==> src/rtl/systolic_skew_feeder.sv <==
// Operand stager for an MxN systolic grid: buffers A (MxK) and B (KxN), streams them as skewed wavefronts.
// Latency: acc_clr 1 cycle after start, beat 0 after 2, done after K+M+N cycles; all outputs registered.
// Backpressure: none; start is ignored and writes are dropped while busy (except start on the final beat, which chains).
module systolic_skew_feeder #(
    parameter int M  = 4,
    parameter int N  = 4,
    parameter int K  = 4,
    parameter int DW = 16
) (
    input  logic            clk,
    input  logic            rst,
    input  logic            wr_en,
    input  logic            wr_sel,
    input  logic [7:0]      wr_addr,
    input  logic [DW-1:0]   wr_data,
    input  logic            start,
    output logic            busy,
    output logic            acc_clr,
    output logic            valid,
    output logic [M*DW-1:0] a_out,
    output logic [N*DW-1:0] b_out,
    output logic            done
);

    localparam int S   = K + M + N - 2;
    localparam int TW  = $clog2(S + 1);
    localparam int AAW = (M * K > 1) ? $clog2(M * K) : 1;
    localparam int BAW = (K * N > 1) ? $clog2(K * N) : 1;

    typedef enum logic [1:0] {
        IDLE   = 2'd0,
        CLEAR  = 2'd1,
        STREAM = 2'd2
    } state_t;

    state_t          state;
    logic [TW-1:0]   t;
    logic [TW-1:0]   t_nxt;
    logic [DW-1:0]   a_buf [M*K];
    logic [DW-1:0]   b_buf [K*N];
    logic [M*DW-1:0] a_nxt;
    logic [N*DW-1:0] b_nxt;

    // Buffers are frozen for the whole tile: writes only land while not busy.
    always_ff @(posedge clk or posedge rst) begin
        if (rst) begin
            for (int x = 0; x < M * K; x++) a_buf[x] <= '0;
            for (int x = 0; x < K * N; x++) b_buf[x] <= '0;
        end else if (wr_en && !busy) begin
            if (!wr_sel && int'(wr_addr) < M * K)
                a_buf[wr_addr[AAW-1:0]] <= wr_data;
            else if (wr_sel && int'(wr_addr) < K * N)
                b_buf[wr_addr[BAW-1:0]] <= wr_data;
        end
    end

    // Beat index that the next edge will present.
    always_comb begin
        t_nxt = '0;
        if (state == STREAM)
            t_nxt = t + TW'(1);
    end

    always_comb begin
        a_nxt = '0;
        for (int i = 0; i < M; i++) begin
            if (int'(t_nxt) >= i && int'(t_nxt) - i < K)
                a_nxt[i*DW +: DW] = a_buf[AAW'(i * K + int'(t_nxt) - i)];
        end
    end

    always_comb begin
        b_nxt = '0;
        for (int j = 0; j < N; j++) begin
            if (int'(t_nxt) >= j && int'(t_nxt) - j < K)
                b_nxt[j*DW +: DW] = b_buf[BAW'((int'(t_nxt) - j) * N + j)];
        end
    end

    always_ff @(posedge clk or posedge rst) begin
        if (rst) begin
            state   <= IDLE;
            t       <= '0;
            busy    <= 1'b0;
            acc_clr <= 1'b0;
            valid   <= 1'b0;
            done    <= 1'b0;
            a_out   <= '0;
            b_out   <= '0;
        end else begin
            acc_clr <= 1'b0;
            valid   <= 1'b0;
            done    <= 1'b0;
            a_out   <= '0;
            b_out   <= '0;
            case (state)
                IDLE: begin
                    if (start) begin
                        state   <= CLEAR;
                        busy    <= 1'b1;
                        acc_clr <= 1'b1;
                    end
                end
                CLEAR: begin
                    state <= STREAM;
                    t     <= t_nxt;
                    valid <= 1'b1;
                    a_out <= a_nxt;
                    b_out <= b_nxt;
                end
                STREAM: begin
                    if (t == TW'(S - 1)) begin
                        done <= 1'b1;
                        // start seen on the final beat overlaps the next clear with this done.
                        if (start) begin
                            state   <= CLEAR;
                            acc_clr <= 1'b1;
                        end else begin
                            state <= IDLE;
                            busy  <= 1'b0;
                        end
                    end else begin
                        t     <= t_nxt;
                        valid <= 1'b1;
                        a_out <= a_nxt;
                        b_out <= b_nxt;
                    end
                end
                default: begin
                    state <= IDLE;
                    busy  <= 1'b0;
                end
            endcase
        end
    end

endmodule

==> config.mk <==
export PLATFORM = sky130hd
export DESIGN_NAME = systolic_skew_feeder
export DESIGN_NICKNAME = d
export VERILOG_FILES = /design/src/rtl/systolic_skew_feeder.sv
export SDC_FILE = /design/constraint.sdc
export NUM_CORES = 1
export LEC_CHECK = 0
export BUFFER_PORTS_ARGS = -buffer_cell sky130_fd_sc_hd__clkbuf_2
export CELL_PAD_IN_SITES_DETAIL_PLACEMENT = 1
export CELL_PAD_IN_SITES_GLOBAL_PLACEMENT = 1
export CORE_MARGIN = 2
export CORE_UTILIZATION = 40
export DETAILED_ROUTE_END_ITERATION = 8
export GPL_TIMING_DRIVEN = 0
export PLACE_DENSITY = 0.71
export SLEW_MARGIN = 20
export SYNTH_ARGS = -nofsm -noshare
export SYNTH_HDL_FRONTEND = slang
export SYNTH_SLANG_ARGS = --single-unit
==> constraint.sdc <==
create_clock -name clk -period 25.6 [get_ports clk]
set_input_delay 1.28 -clock clk [delete_from_list [all_inputs] [get_ports clk]]
set_output_delay 1.28 -clock clk [all_outputs]
set_load 0.02 [all_outputs]
-- Word level (Yosys, flattened, before mapping)
Cells that the tools add are included.
- register bits after elaboration: 650
- bits of input ports: 29
- add/sub/neg operators: 13
- magnitude comparators: 18
- eq/ne operators: 7
- multiplexer cells: 58
- bitwise gates (word level): 11
- reduce and logical (&&, ||, !) cells: 16
- operators with widths (cell ; number):
    $bmux 16 s4 ; 8
    $bwmux 256 ; 2
    $mux 16 ; 25
    $pmux 64 s2 ; 2
    $mux 64 ; 2
    $demux 16 s4 ; 1
    $ge 4x5->1 const B ; 8
    $not 4->4 ; 8
    $lt 5x4->1 const B ; 3
    $sub 4x2->5 const B ; 2
    $mux 1 ; 9
    $add 4x3->4 const B ; 2
    $add 4x4->4 const A ; 2
    $ge 4x2->1 const B ; 2
    $lt 8x5->1 const B ; 1
    $mux 4 ; 2
    $pmux 4 s2 ; 1
    $sub 4x2->4 const B ; 2
    $logic_and 1x1->1 ; 7
    $ne 2x2->1 const B ; 3
    $pmux 2 s3 ; 1
    $reduce_and 2->1 ; 3
    $ge 5x5->1 const B ; 1
    $lt 5x1->1 const B ; 1
    other kinds (21) ; 25

-- Logic depth before layout (Yosys ltp)
Gate-level depths: netlist of run 1.
- depth in word-level cells: 11
- depth in mapped cells: 17
- mapped depth without buffers: 12

-- Worst setup path before layout of run 1
No wires, ideal clock.
- path type: reg-to-reg
- from: register state[0]
- to: register a_out[22]
- data arrival time: 3564 ps
- data required time: 25505 ps
- slack: 21941 ps
- cell stages (with the launch flop): 16
- period minus slack after synthesis: 3659 ps
- path through: dfrtp_1 inv_1 ha_1 buf_2 nand2b_1 buf_2 buf_4 buf_4 buf_4 buf_2 buf_2 ha_1 xnor2_2 mux4_2 nor2b_1 a211oi_1
- longest elaborated chain between the ends: 11
- elaborated cells between the ends (all ways): 16
- classes of those cells: add/sub (3); order compare (2); eq/ne (2); mux (7); bitwise (1); reduce/logical (1)
- RTL lines (element ; line ; text):
    start, declared ; 36 ; state_t state;
    start signal, assigned ; 82 ; state <= IDLE;
    start signal, assigned ; 99 ; state <= CLEAR;
    start signal, assigned ; 105 ; state <= STREAM;
    $eq 2x2->1 ; 60, 96 ;
    $mux 4 ; 60 ; if (state == STREAM)
    $add 3x4->4 ; 68 ; a_nxt[i*DW +: DW] = a_buf[AAW'(i * K + int'(t_nxt) - i)];
    $sub 4x1->4 ; 68 ;
    $not 4->4 (not written as such) ; 68 ;
    $bmux 16 s4 ; 68 ;
    $mux 16 (not written as such) (2 in series) ; 68 ;
    $mux 16 ; 67 ; if (int'(t_nxt) >= i && int'(t_nxt) - i < K)
    $mux 64 ; 112 ; if (t == TW'(S - 1)) begin
    $pmux 64 s2 * ; 96 ; case (state)
    end signal, assigned ; 108 ; a_out <= a_nxt;
    end signal, assigned ; 125 ; a_out <= a_nxt;
    end, declared ; 20 ; output logic [M*DW-1:0] a_out,
Every way passes the cells marked *; elsewhere a longest branch is shown, timed or not. The select of a mux whose other input is x is not followed.
A chain may end at the register's enable or synchronous reset.

-- Final worst setup path of run 1
- from: register t[1]
- to: register b_out[56]
- longest elaborated chain between the ends: 11
- elaborated cells between the ends (all ways): 15
- classes of those cells: add/sub (3); order compare (2); eq/ne (1); mux (7); bitwise (1); reduce/logical (1)
- RTL lines (element ; line ; text):
    start, declared ; 37 ; logic [TW-1:0] t;
    start signal, assigned ; 106 ; t <= t_nxt;
    start signal, assigned ; 123 ; t <= t_nxt;
    $add 4x1->4 ; 61 ; t_nxt = t + TW'(1);
    $mux 4 ; 60 ;
    $sub 4x2->5 ; 76 ; b_nxt[j*DW +: DW] = b_buf[BAW'((int'(t_nxt) - j) * N + j)];
    $add 4x3->4 ; 76 ;
    $not 4->4 (not written as such) ; 76 ;
    $bmux 16 s4 ; 76 ;
    $mux 16 (not written as such) (2 in series) ; 76 ;
    $mux 16 ; 75 ; if (int'(t_nxt) >= j && int'(t_nxt) - j < K)
    $mux 64 ; 112 ;
    $pmux 64 s2 * ; 96 ;
    end signal, assigned ; 109 ; b_out <= b_nxt;
    end signal, assigned ; 126 ; b_out <= b_nxt;
    end, declared ; 21 ; output logic [N*DW-1:0] b_out,
Marks and branches as above.

==> run_results.csv, run 1 <==
group,metric,value,unit
outcome,status,"finished, final reports clean",
placed_design,port-buffer-count,159,
cells_and_area,final_common_cell,"dfrtp_1",
cts,cts_tree,"done",
power_and_ir_drop,switching_share,31.5,%
detailed_routing,vias_per_cell,5.80,
cts,cts.path.max_buffers,3,
cts,cts_root_buf,"clkbuf_16",
logic_synthesis,synth_seq_cells,650,
sta,setup_violations,0,
setup_path,worstSetupPathType,"register to register",
power_and_ir_drop,sequentialPowerShare,39.9,%
global_route,grt-ovfl-total,0,
cells_and_area,final_cell_area,34500,um2
logic_synthesis,synthMuxAreaShare,30.9,%
cells_and_area,layout_common_cells,"dfrtp_1, mux2_2, nand2_1, clkbuf_2, mux2i_1",
sta,worstMarginPinSlew,1.19,ns
setup_path,start_kind,"register",
logic_synthesis,syn_nets,2195,
logic_synthesis,syn-instance-count,2155,
power_and_ir_drop,irDropWorstVdd,0.0562,mV
detailed_routing,route.met3.wl,5.84,mm
hold_path,min-delay-start,"b_buf[51]",
setup_path,r2r-start,"t[1]",
detailed_routing,first_pass_iters,5,
sta,final_hold_viol_count,0,
logic_synthesis,yosysSeqAreaShare,54.6,%
detailed_routing,via_count,19800,
placed_design,dp_hpwl,70.5,mm
logic_synthesis,syn-mean-instance-area,13.8,um2
logic_synthesis,synth_xor_area_share,0.471,%
power_and_ir_drop,p_switching,849,uW
cells_and_area,final_core_utilization,46.6,%
cts,post_cts_buffers,0,
detailed_routing,drt_wl_total,98.4,mm
cts,cts_hold_buf,0,
placed_design,gp_congestion,0.886,
logic_synthesis,yosysWarningCount,0,
setup_path,arrival,6.36,ns
sta,finClkSkew,0.0318,ns
sta,min_period_over_period,22.9,%
global_route,grt_max_degree,106,
floorplan,rows,100,
detailed_routing,dr_wl_met2,47.8,mm
sta,fin_ws,19.74,ns
detailed_routing,highest_layer,"met5",
setup_path,crit_required,26.10,ns
detailed_routing,drt_iter0_drc,1369,
setup_path,r2r_cells,13,
global_route,grt_pass1_wl,145,mm
floorplan,die_y,277,um
floorplan,ios,161,
job,maxCapViolations,0,
logic_synthesis,synth_compound_area_share,5.31,%
sta,maxSlewHeadroom,20.3,%
detailed_routing,routedWlPerCell,28.8,um
sta,hold-worst-slack,0.503,ns
power_and_ir_drop,combPwrFrac,19.5,%
logic_synthesis,synth_fa_ha_area_share,0.462,%
placed_design,placed_area,32000,um2
hold_path,hold_end,"b_buf[51]",
global_route,antenna_found_initial,3,
global_route,grt_pass1_vias,21700,
setup_path,r2r-end,"b_out[56]",
logic_synthesis,synth_edf_count,0,
sta,rsz0062_at_grt,"no",
logic_synthesis,ys_types,53,
floorplan,core_area,74100,um2
power_and_ir_drop,finalPower,2.69,mW
power_and_ir_drop,p_clk_share,40.6,%
cells_and_area,drive_gt1_share,39.5,%
setup_path,end_kind,"register",
sta,finalCriticalPeriod,5.86,ns
logic_synthesis,yosys.area_share.simple,5.32,%
cts,clk_latency,0.66,ns
cts,clock_sinks,650,
power_and_ir_drop,power_density,78.0,nW/um2
placed_design,dpl_worst_slack,19.76,ns
detailed_routing,antenna_left,0,
cells_and_area,n_fill_cell,7486,
setup_path,reg2reg_slack,19.74,ns
cells_and_area,layout.nets,2439,
global_route,track_usage,25.7,%
floorplan,dieArea,76600,um2
hold_path,hold_class,"register to register",
floorplan,die_x,277,um
hold_path,hold_depth,1,
logic_synthesis,netlist_area,29800,um2
setup_path,crit_fanout,11,
cts,clk_pin_slew,0.06,ns
detailed_routing,drc,0,
power_and_ir_drop,power.internal,1.84,mW
cts,cts_inserted_buffers,74,
sta,fmax,171,MHz
cts,h-tree-depth,3,
floorplan,start_util,40.2,%
cts,post_cts_resized,0,
logic_synthesis,synth_async_sr_flop_share,100,%
power_and_ir_drop,p_leak,16.9,nW
sta,maxSlewViolCount,0,
detailed_routing,drt-met1-wl,40.8,mm
logic_synthesis,synth_flop_cell,"dfrtp_1",
logic_synthesis,synth_top_family_by_area,"multiplexers",
cells_and_area,area_growth,16.0,%
==> power groups by stage <==
stage                     Combinational (mW)  Sequential (mW)  Clock, mW
after floorplan                        0.307             1.09          0
after global placement                 0.502             1.09          0
after detailed placement               0.519             1.09          0
after CTS                              0.521             1.07       1.11
after global routing                   0.546             1.08       1.15
final                                  0.525             1.07       1.09
==> final cells by class <==
type,count,area [um2],area share [%]
Sequential cell,650,16300,47.1
Multi-Input combinational cell,1303,12700,36.7
Clock buffer,97,2090,6.05
Timing Repair Buffer,168,1010,2.94
Inverter,15,66.3,0.192
Tap cell,969,1210,3.51
Buffer,187,797,2.31
Clock inverter,33,417,1.21
Antenna cell,1,2.50,0.00725
==> state kept, by name, summed over array words and instances (netlist names) <==
name     cells
valid        1
busy         1
t            4
b_buf      256
b_out       64
a_out       64
done         1
state        2
a_buf      256
acc_clr      1
==> critical path, stage by stage (launching register included) <==
cell,delay (ns)
dfrtp_1,0.45
inv_1,0.07
ha_1,0.29
buf_2,0.19
nor2_1,0.63
inv_2,0.36
clkbuf_1,0.47
buf_1,0.50
ha_1,0.52
clkbuf_1,0.52
buf_8,0.23
clkbuf_1,0.74
mux4_2,0.35
nor2b_1,0.38
==> through the flow <==
step,TNS [ns],std cells
2_1_floorplan,0,2155
6_report,0,3423
3_3_place_gp,-79.04,3283
4_1_cts,0,3422
3_5_place_dp,0,3292
5_1_grt,0,3422
==> worst max-delay path by stage <==
stage,start,to,slack [ns],cells after the start
2_1_floorplan,rst,a_buf[0],6.11,1
3_3_place_gp,rst,b_out[44],-0.20,2
3_5_place_dp,state[0],a_out[28],19.76,15
4_1_cts,t[1],a_out[28],19.67,14
5_1_grt,t[1],b_out[56],19.52,13
6_report,t[1],b_out[56],19.74,13
==> synthesized netlist by cell type, types with 3 or more instances <==
cell type | instances | area (um2)
a22oi_1 | 16 | 120
o21ai_0 | 25 | 125
inv_1 | 13 | 48.8
a211oi_1 | 63 | 473
nand3b_1 | 3 | 22.5
and2_1 | 4 | 25.0
xor2_1 | 4 | 35.0
buf_1 | 14 | 52.6
buf_4 | 10 | 75.1
clkbuf_1 | 130 | 488
ha_1 | 11 | 138
dfrtp_1 | 650 | 16300
o22ai_1 | 17 | 106
mux2i_1 | 149 | 1490
nand2_1 | 167 | 627
nor2b_1 | 95 | 594
nor2_1 | 26 | 97.6
nand2_2 | 8 | 50.1
buf_2 | 30 | 150
mux2_2 | 515 | 5800
nor3b_1 | 5 | 37.5
nand3_1 | 3 | 15.0
a311oi_1 | 56 | 490
a211oi_2 | 8 | 100
a21oi_1 | 8 | 40.0
mux4_2 | 85 | 1910
nand2b_1 | 3 | 18.8
==> cell families after synthesis <==
family	after synthesis
muxes	749
buffers and inverters	202
DFF	650
AOI/OAI and AO/OA	207
and+or+nand+nor	326
adders and majority gates	11
xor gates and xnor gates	10
==> per-layer routing <==
metal	vias to the layer above	GRT usage, %
met5	-	0
met4	2	10.6
met3	217	4.59
met2	667	43.4
met1	10600	32.7
li1	8329	-
Power figures use the tool's default switching activity.
==> run 2, diff against run 1 <==
Clock period 25.6 ns to 5.4 ns, I/O delays scaled along.
==> run 2 against run 1 <==
  * Utilization is 0.53 points higher
  * Non-clock buffer count is 28 higher
  * Final cell count is 0.91% higher
  * Clock skew is 0.0038 ns higher
  * Combinational power grew to 4.8 times the previous value
  * Critical endpoint unchanged
  * Global-route usage is 0.083 points higher
  * Design area is 1.1% higher
  * Hold slack worse by 0.48 ns
  * Sequential cell count stayed put
  * First-iteration DRC count is 2.0% higher
  * Highest routed layer unchanged
  * Routed wire length is 0.49% higher
==> run_results.csv, run 2 (same netlist as run 1, synthesis figures left out) <==
group,metric,value,unit
cts,cts_root_buf,"clkbuf_16",
cells_and_area,final_cell_area,34900,um2
cts,clk_pin_slew,0.06,ns
floorplan,start_util,40.2,%
cells_and_area,layout.nets,2466,
cells_and_area,seqCellArea,16300,um2
cts,h-tree-depth,3,
placed_design,port-buffer-count,159,
power_and_ir_drop,p_leak,17.1,nW
sta,setup_violations,0,
floorplan,die_y,277,um
cts,cts_inserted_buffers,73,
sta,maxSlewHeadroom,20.5,%
sta,finalCriticalPeriod,5.27,ns
cts,cts_tree,"done",
detailed_routing,drc,0,
cells_and_area,final_common_cell,"dfrtp_1",
cts,cts.path.max_buffers,3,
sta,finClkSkew,0.0356,ns
detailed_routing,routedWlPerCell,28.6,um
cells_and_area,largestRegisters,"a_buf (256), b_buf (256)",
cells_and_area,drive_gt1_share,39.9,%
power_and_ir_drop,irDropWorstVdd,0.253,mV
floorplan,core_area,74100,um2
sta,fmax,190,MHz
detailed_routing,vias_per_cell,5.80,
placed_design,gp_congestion,0.877,
outcome,status,"finished, final reports clean",
floorplan,rows,100,
global_route,grt-ovfl-total,0,
cells_and_area,multi_input_area,12700,um2
job,maxCapViolations,0,
cells_and_area,n_fill_cell,7459,
setup_path,start_kind,"register",
sta,min_period_over_period,97.7,%
placed_design,placed_area,32300,um2
setup_path,crit_required,5.87,ns
placed_design,dp_hpwl,71.3,mm
detailed_routing,via_count,20000,
detailed_routing,drt_wl_total,98.9,mm
global_route,grt_pass1_vias,21500,
global_route,antenna_found_initial,6,
detailed_routing,first_pass_iters,8,
detailed_routing,antenna_left,0,
floorplan,ios,161,
floorplan,die_x,277,um
floorplan,dieArea,76600,um2
setup_path,arrival,5.74,ns
cts,clk_latency,0.64,ns
global_route,grt_pass1_wl,146,mm
cts,clock_sinks,650,
sta,maxSlewViolCount,0,
sta,final_hold_viol_count,0,
power_and_ir_drop,power_density,365,nW/um2
setup_path,crit_fanout,10,
cells_and_area,layout_common_cells,"dfrtp_1, mux2_2, nand2_1, clkbuf_2, mux2i_1",
global_route,grt_max_degree,40,
setup_path,end_kind,"register",
sta,worstMarginPinSlew,1.19,ns
setup_path,worstSetupPathType,"register to register",
hold_path,hold_class,"input port to register",
global_route,track_usage,25.8,%
detailed_routing,drt_iter0_drc,1397,
sta,finalSetupTns,0,ns
cts,post_cts_buffers,0,
cells_and_area,area_growth,17.3,%
[run 2: cell type report]
cell class                 instances  share of cell area, %
sequential                       650                   46.6
timing repair buffer             196                   4.04
tap                              969                   3.47
multi-input combinational       1303                   36.3
antenna                            1                0.00717
clock inverter                    35                   1.02
clock buffer                      98                   6.03
buffer                           187                   2.31
inverter                          15                  0.179
[run 2: critical path, stage by stage (launching register included)]
cell	delay, ns
dfrtp_1	0.40
inv_1	0.08
ha_1	0.19
buf_2	0.18
nand2b_1	0.08
buf_2	0.15
buf_4	0.24
buf_4	0.34
buf_4	0.33
buf_2	0.43
buf_2	0.39
ha_1	0.26
clkbuf_2	0.48
clkdlybuf4s15_1	0.82
mux4_2	0.34
nor2b_1	0.38
[run 2: final timing paths]
kind | startpoint | endpoint | slack [ns] | cells after the start
max | state[0] | b_out[56] | 0.13 | 15
min | wr_data[7] | b_buf[71] | 0.02 | 2
max reg2reg | state[0] | b_out[56] | 0.13 | 15
min reg2reg | b_buf[154] | b_buf[154] | 0.50 | 1
max in group asynchronous | rst | b_buf[92] | 3.03 | 10
min in group asynchronous | rst | a_out[32] | 0.31 | 3
[run 2: power breakdown]
part	switching (mW)	internal (mW)
logic	1.75	0.766
registers	0.0946	5.00
clock network	2.13	3.00
total	3.98	8.77
[run 2: through the flow]
| step | power [mW] | std cells | worst slack, ns | utilization, % | hold WS, ns |
|---|---|---|---|---|---|
| 3_5_place_dp | 7.65 | 3306 | -0.554 | 43.6 | 0.398 |
| 2_1_floorplan | 6.63 | 2155 | -3.75 | - | 0.392 |
| 3_3_place_gp | 7.57 | 3283 | -7.17 | 42.9 | 0.479 |
| 4_1_cts | 12.8 | 3453 | 0.0400 | 47.1 | 0.00339 |
| 5_1_grt | 13.1 | 3453 | -0.00915 | 47.1 | 0.0464 |
| 6_report | 12.7 | 3454 | 0.127 | 47.1 | 0.0215 |
[run 2: timing repair]
action | in CTS | in global routing
cloned | 0 | 0
resized for setup | 3 | 12
hold endpoints to repair | 45 | 0
hold buffers | 14 | 0
setup endpoints to repair | 31 | 24
[run 2: layer usage]
metal	global-route usage (%)	share of wire (%)	up-vias
met5	0	0.022	-
met4	10.2	3.9	4
met3	4.00	5.5	188
met2	43.0	49	649
met1	33.8	42	10800
li1	-	-	8391
